==> config.mk <==
export PLATFORM = sky130hd
export DESIGN_NAME = apb_uart_rx_slave
export DESIGN_NICKNAME = d
export VERILOG_FILES = /design/src/rtl/apb_uart_rx_slave_pkg.sv /design/src/rtl/apb_uart_rx_slave_fifo.sv /design/src/rtl/apb_uart_rx_slave.sv
export SDC_FILE = /design/constraint.sdc
export NUM_CORES = 1
export LEC_CHECK = 0
export CAP_MARGIN = 20
export CORE_UTILIZATION = 58
export DETAILED_ROUTE_END_ITERATION = 6
export DONT_BUFFER_PORTS = 1
export GPL_ROUTABILITY_DRIVEN = 0
export PLACE_DENSITY = 0.77
export SLEW_MARGIN = 20
export SYNTH_ARGS = -nofsm -noshare
export SYNTH_HDL_FRONTEND = slang
export SYNTH_SLANG_ARGS = --single-unit
==> constraint.sdc <==
create_clock -name pclk -period 3.6 [get_ports pclk]
set_clock_uncertainty 0.15 [all_clocks]
set_input_delay 0.54 -clock pclk [delete_from_list [all_inputs] [get_ports pclk]]
set_output_delay 0.54 -clock pclk [all_outputs]
set_load 0.01 [all_outputs]
==> src/rtl/apb_uart_rx_slave_pkg.sv <==
// Shared constants for the APB UART receiver: register offsets, STATUS bits, FSM states.
package apb_uart_rx_slave_pkg;

  // Register select, decoded from paddr[3:2]
  localparam logic [1:0] REG_RXDATA = 2'd0;
  localparam logic [1:0] REG_STATUS = 2'd1;
  localparam logic [1:0] REG_CLKDIV = 2'd2;

  // STATUS bit positions
  localparam int ST_NOT_EMPTY = 0;
  localparam int ST_FULL      = 1;
  localparam int ST_OVERRUN   = 2;
  localparam int ST_FRAME_ERR = 3;

  // Smallest usable divider: half-bit wait must be at least one cycle
  localparam logic [15:0] MIN_CLKDIV = 16'd2;

  typedef enum logic [2:0] {
    IDLE,
    START,
    DATA,
    STOP,
    WAIT_IDLE
  } rx_state_e;

  function automatic logic [15:0] clamp_div(input logic [15:0] d);
    return (d < MIN_CLKDIV) ? MIN_CLKDIV : d;
  endfunction

endpackage

==> src/rtl/apb_uart_rx_slave_fifo.sv <==
// Small synchronous FIFO for received bytes; push and pop may coincide.
module uart_rx_fifo #(
  parameter int WIDTH = 8,
  parameter int DEPTH = 4
) (
  input  logic             clk,
  input  logic             reset,
  input  logic             push,
  input  logic             pop,
  input  logic [WIDTH-1:0] din,
  output logic [WIDTH-1:0] head,
  output logic             full,
  output logic             empty
);
  localparam int AW = $clog2(DEPTH);

  logic [DEPTH-1:0][WIDTH-1:0] mem;
  logic [AW-1:0]               wr_ptr, rd_ptr;
  logic [AW:0]                 count;
  logic                        do_push, do_pop;

  // A push into a full FIFO only lands if a pop frees the slot this cycle
  assign do_pop  = pop & ~empty;
  assign do_push = push & (~full | do_pop);
  assign full    = (count == (AW+1)'(DEPTH));
  assign empty   = (count == '0);
  assign head    = mem[rd_ptr];

  // Storage write; contents need no reset since count gates visibility
  always_ff @(posedge clk) begin
    if (do_push) mem[wr_ptr] <= din;
  end

  // Pointers wrap naturally at power-of-2 depth
  always_ff @(posedge clk) begin
    if (reset) begin
      wr_ptr <= '0;
      rd_ptr <= '0;
      count  <= '0;
    end else begin
      if (do_push) wr_ptr <= wr_ptr + 1'b1;
      if (do_pop)  rd_ptr <= rd_ptr + 1'b1;
      case ({do_push, do_pop})
        2'b10:   count <= count + 1'b1;
        2'b01:   count <= count - 1'b1;
        default: ;
      endcase
    end
  end
endmodule

==> src/rtl/apb_uart_rx_slave.sv <==
// APB slave receiving 8N1 UART frames into a FIFO, with status, divider and IRQ.
module apb_uart_rx_slave
  import apb_uart_rx_slave_pkg::*;
#(
  parameter int          ADDR_WIDTH     = 32,
  parameter int          DATA_WIDTH     = 32,
  parameter int          FIFO_DEPTH     = 4,
  parameter logic [15:0] DEFAULT_CLKDIV = 16'd16
) (
  input  logic                  pclk,
  input  logic                  Reset,
  input  logic                  psel,
  input  logic                  penable,
  input  logic                  pwrite,
  input  logic [ADDR_WIDTH-1:0] paddr,
  input  logic [DATA_WIDTH-1:0] pwdata,
  output logic [DATA_WIDTH-1:0] prdata,
  output logic                  pready,
  output logic                  pslverr,
  input  logic                  rx,
  output logic                  rx_irq
);
  logic        rx_m, rx_s;
  rx_state_e   state, state_nxt;
  logic [15:0] cnt, cnt_nxt, div, div_nxt, clkdiv;
  logic [2:0]  bit_cnt, bit_nxt;
  logic [7:0]  shift, shift_nxt, fifo_head;
  logic        push, ferr_set, ovr_set, pop;
  logic        overrun, frame_err, fifo_full, fifo_empty;
  logic        access, wr_acc, rd_acc;
  logic [1:0]  reg_sel;
  logic [3:0]  status;
  logic        unused_bits;

  assign unused_bits = ^{paddr[ADDR_WIDTH-1:4], paddr[1:0], pwdata[DATA_WIDTH-1:16]};

  assign access  = psel & penable;
  assign wr_acc  = access & pwrite;
  assign rd_acc  = access & ~pwrite;
  assign reg_sel = paddr[3:2];
  assign pready  = 1'b1;
  assign pslverr = access & (reg_sel == 2'd3);
  assign pop     = rd_acc & (reg_sel == REG_RXDATA);
  assign ovr_set = push & fifo_full & ~pop;

  assign status = {frame_err, overrun, fifo_full, ~fifo_empty};

  // Two-flop synchronizer; resets to idle-high so reset cannot fake a start bit
  always_ff @(posedge pclk) begin
    if (Reset) {rx_s, rx_m} <= 2'b11;
    else       {rx_s, rx_m} <= {rx_m, rx};
  end

  // Receiver state and datapath registers
  always_ff @(posedge pclk) begin
    if (Reset) begin
      state   <= IDLE;
      cnt     <= '0;
      div     <= DEFAULT_CLKDIV;
      bit_cnt <= '0;
      shift   <= '0;
    end else begin
      state   <= state_nxt;
      cnt     <= cnt_nxt;
      div     <= div_nxt;
      bit_cnt <= bit_nxt;
      shift   <= shift_nxt;
    end
  end

  // Next-state: half-bit to centre on the start bit, then full bits thereafter
  always_comb begin
    state_nxt = state;
    cnt_nxt   = cnt + 16'd1;
    div_nxt   = div;
    bit_nxt   = bit_cnt;
    shift_nxt = shift;
    push      = 1'b0;
    ferr_set  = 1'b0;
    case (state)
      IDLE: begin
        cnt_nxt = '0;
        if (!rx_s) begin
          state_nxt = START;
          div_nxt   = clkdiv;  // divider frozen for the whole frame
        end
      end
      START: if (cnt == (div >> 1) - 16'd1) begin
        cnt_nxt   = '0;
        bit_nxt   = '0;
        state_nxt = rx_s ? IDLE : DATA;
      end
      DATA: if (cnt == div - 16'd1) begin
        cnt_nxt   = '0;
        shift_nxt = {rx_s, shift[7:1]};
        bit_nxt   = bit_cnt + 3'd1;
        if (bit_cnt == 3'd7) state_nxt = STOP;
      end
      STOP: if (cnt == div - 16'd1) begin
        cnt_nxt = '0;
        if (rx_s) begin
          push      = 1'b1;
          state_nxt = IDLE;
        end else begin
          ferr_set  = 1'b1;
          state_nxt = WAIT_IDLE;
        end
      end
      WAIT_IDLE: begin
        cnt_nxt = '0;
        if (rx_s) state_nxt = IDLE;
      end
      default: state_nxt = IDLE;
    endcase
  end

  uart_rx_fifo #(.WIDTH(8), .DEPTH(FIFO_DEPTH)) u_fifo (
    .clk   (pclk),
    .reset (Reset),
    .push  (push),
    .pop   (pop),
    .din   (shift),
    .head  (fifo_head),
    .full  (fifo_full),
    .empty (fifo_empty)
  );

  // Register writes and sticky flags; a hardware set beats a same-cycle clear
  always_ff @(posedge pclk) begin
    if (Reset) begin
      clkdiv    <= DEFAULT_CLKDIV;
      overrun   <= 1'b0;
      frame_err <= 1'b0;
      rx_irq    <= 1'b0;
    end else begin
      if (wr_acc && reg_sel == REG_CLKDIV) clkdiv <= clamp_div(pwdata[15:0]);
      if (wr_acc && reg_sel == REG_STATUS && pwdata[ST_OVERRUN])   overrun   <= 1'b0;
      if (wr_acc && reg_sel == REG_STATUS && pwdata[ST_FRAME_ERR]) frame_err <= 1'b0;
      if (ovr_set)  overrun   <= 1'b1;
      if (ferr_set) frame_err <= 1'b1;
      rx_irq <= ~fifo_empty | overrun | frame_err;
    end
  end

  // Read mux, only driven during a read access phase
  always_comb begin
    prdata = '0;
    if (rd_acc) begin
      case (reg_sel)
        REG_RXDATA: prdata[7:0]  = fifo_empty ? 8'h00 : fifo_head;
        REG_STATUS: prdata[3:0]  = status;
        REG_CLKDIV: prdata[15:0] = clkdiv;
        default:    ;
      endcase
    end
  end
endmodule
==> reports/metrics.csv <==
metric,value,unit
status,finished clean,
DR WL/cell,16.35,um
WL final,11940,um
met2 routed WL,6159,um
ANT nets after route,0,
synthesized area,5662,um^2
Ant. Diodes,0,
Num CTS Buffers,9,
Hold Path Class,input port to flip-flop,
power density over the cells,348.5,nW/um^2
gr ovfl total,0,
setup TNS,0,ns
# DRC,0,
PortBufs,0,
#FFs+latches synth,106,
final hold vios,0,
Syn-to-layout area delta,6.740,%
initial antenna violation count,0,
DR pass1 iterations,5,
Synth top area share,26.17,%
R2R depth,12,
total core area,9328,um^2
Slowest Stage Delay on Critical Path,0.56,ns
CTS root buf,clkbuf_8,
largest vdd supply drop,0.0003843,V
Longest Clk Path Bufs,2,
final setup fails,0,
Cell Count Post-Placement,708,
Synth Area in Adders,2.564,%
Setup CP Type,flip-flop to flip-flop,
Yosys warning total,0,
initial DRC count,177,
"slowest stage cell, crit path",or4_4,
Top Layer Used,met4,
met3 WL post-DR,599,um
startpoint types,flip-flop,
fraction of layout cells with a size suffix above 1,11.65,%
mux contribution to synthesized area,6.254,%
Synth area leader,dfxtp_1,
Worst-Skew Late Latency,0.38,ns
period utilization,96.87,%
Die H,100.8,um
Post-Synth XOR/XNOR Area,9.127,%
maximum capacitance violations,0,
drt via density,5.819,
part of the Yosys area used for sequential elements,43.14,%
largest family of logic cells by synthesized area,simple AND/OR/NAND/NOR gates,
"Reg clk slew, reported paths",0.12,ns
vias in the first global route,4071,
Final Util,64.79,%
"FFs w/ async S/R, synth",0,%
Synth Area in Simple Gates,23.49,%
global-route wire length before repair,19760,um
die area,10160,um^2
post-synthesis cell count,602,
WP data arrival,3.65,ns
Synth Area in Compound Gates,8.928,%
die width,100.8,um
WP data required,3.76,ns
leakage,2.093,nW
"non-filler cells, final",730,
Commonest cells post-synth,"dfxtp_1, nand2_1, nor2_1",
boundary pin count,105,
CTS tree,yes,
CP Capture Type,flip-flop,
ys flop type,dfxtp_1,
Worst-Margin Slew,0.7969,ns
placed wire-length estimate,8512,um
H-tree levels,3,
# rows,35,
distinct cell type count after synthesis,63,
Hold Path Stages,1,
leading cell type by number of instances after synthesis,dfxtp_1,
Fmax,0.2867,GHz
largest cells by area after synthesis,"dfxtp_1, edfxtp_1, xnor2_1",
M1 wire length,4997,um
Mean Syn Cell Area,9.405,um^2
routed vias,4248,
Total GRT Usage,24.66,%
CP Max Fanout,4,
Final Max Slew Viols,0,
Slew headroom,46.76,%
"EDFF count, synth",32,
clk sinks,106,
fillers,738,
Final nets,677,
Initial Util,60.70,%
CTS Hold Buffers Added,0,
pin count of the biggest net entering global routing,76,
CP Cell Sequence,"or4_4, nor4b_4, a21oi_2, o211ai_1, nor4b_4, inv_1, ha_1, inv_1, fa_1, xor2_1, or3_1, a21oi_1",
Final Critical Period,3.487,ns
-- path summary, 6_finish.rpt --
kind                            slack [ns]              end  startpoint
worst min register to register        0.29             rx_s        rx_m
worst max-delay path                  0.11  u_fifo.count[2]      div[6]
worst min-delay path                  0.08         shift[3]       Reset
worst max register to register        0.11  u_fifo.count[2]      div[6]
-- per-stage QoR --
| step | instance area, um^2 | worst slack [ns] | power (mW) | hold WS [ns] |
|---|---|---|---|---|
| 2_1_floorplan | 5727 | 0.07097 | 1.343 | 0.2395 |
| 5_1_grt | 6043 | -0.07454 | 2.179 | 0.05824 |
| 3_3_place_gp | 5732 | 0.06319 | 1.332 | 0.2803 |
| 4_1_cts | 5963 | 0.03841 | 2.113 | 0.06480 |
| 3_5_place_dp | 5732 | -0.001189 | 1.334 | 0.2727 |
| 6_report | 6043 | 0.1125 | 2.106 | 0.08066 |
-- logic make-up (layout without fill, tap and decap cells) --
kind of cell,count (synthesis),in the layout
AOI/OAI and AO/OA,80,80
xor gates and xnor gates,59,59
adders and majority gates,11,11
buffers and inverters,72,56
DFF,106,106
muxes,24,24
other,2,17
and+or+nand+nor,248,248
-- cell usage in the layout, fill, tap and decap left out, types with 6 or more instances in the layout --
cell type,count
nor2_1,41
nand3_1,17
nand2b_1,6
inv_1,16
buf_4,23
nand4_1,8
nor3_1,21
conb_1,17
xnor2_1,31
xor2_1,27
nand2_1,73
clkbuf_8,9
nor4_1,10
ha_1,8
and2_1,16
and3_1,13
mux4_2,8
a21oi_1,39
edfxtp_1,32
mux2i_1,14
dfxtp_1,72
-- state kept, by name (all words and copies together), names as in the netlist --
signal and flops:
shift 8, bit_cnt 3, clkdiv 16, u_fifo.wr_ptr 2, cnt 16, rx_m 1
u_fifo.rd_ptr 2, overrun 1, rx_irq 1, div 16, rx_s 1, u_fifo.mem 32
frame_err 1, state 3, u_fifo.count 3
-- routing by layer --
layer / global-route usage (%) / vias up
li1: - / 2074
met1: 30.55 / 2031
met2: 43.68 / 127
met3: 4.438 / 16
met4: 7.581 / 0
met5: 0 / -
-- cell type report --
| type | count | area [um^2] | share of cell area [%] |
|---|---|---|---|
| clock buffer | 9 | 123.9 | 2.050 |
| clock inverter | 7 | 92.59 | 1.532 |
| inverter | 17 | 63.81 | 1.056 |
| multi-input combinational | 439 | 2982 | 49.34 |
| sequential | 106 | 2447 | 40.50 |
| tap | 129 | 161.4 | 2.671 |
| timing repair buffer | 23 | 172.7 | 2.857 |
-- timing repair --
item / in CTS / in global routing
setup endpoints to repair: 1 / 18
pin swaps: 0 / 7
buffers inserted: 2 / 4
gates resized for setup: 0 / 11
-- worst max-delay path: cells and delay by family, from the launching register on --
| kind | cells | cell delay, ns |
|---|---|---|
| xor gates and xnor gates | 1 | 0.17 |
| adders and majority gates | 2 | 0.55 |
| AOI/OAI and AO/OA | 3 | 0.69 |
| DFF | 1 | 0.34 |
| and+or+nand+nor | 4 | 1.37 |
| buffers and inverters | 2 | 0.15 |
-- where the power goes --
part / switching, mW / internal (mW) / total (mW)
clock network: 0.455 / 0.340 / 0.795
logic: 0.0477 / 0.0308 / 0.0785
registers: 0.00671 / 1.23 / 1.23
total: 0.509 / 1.60 / 2.11
Note: power is estimated with default switching activity, not from simulation.
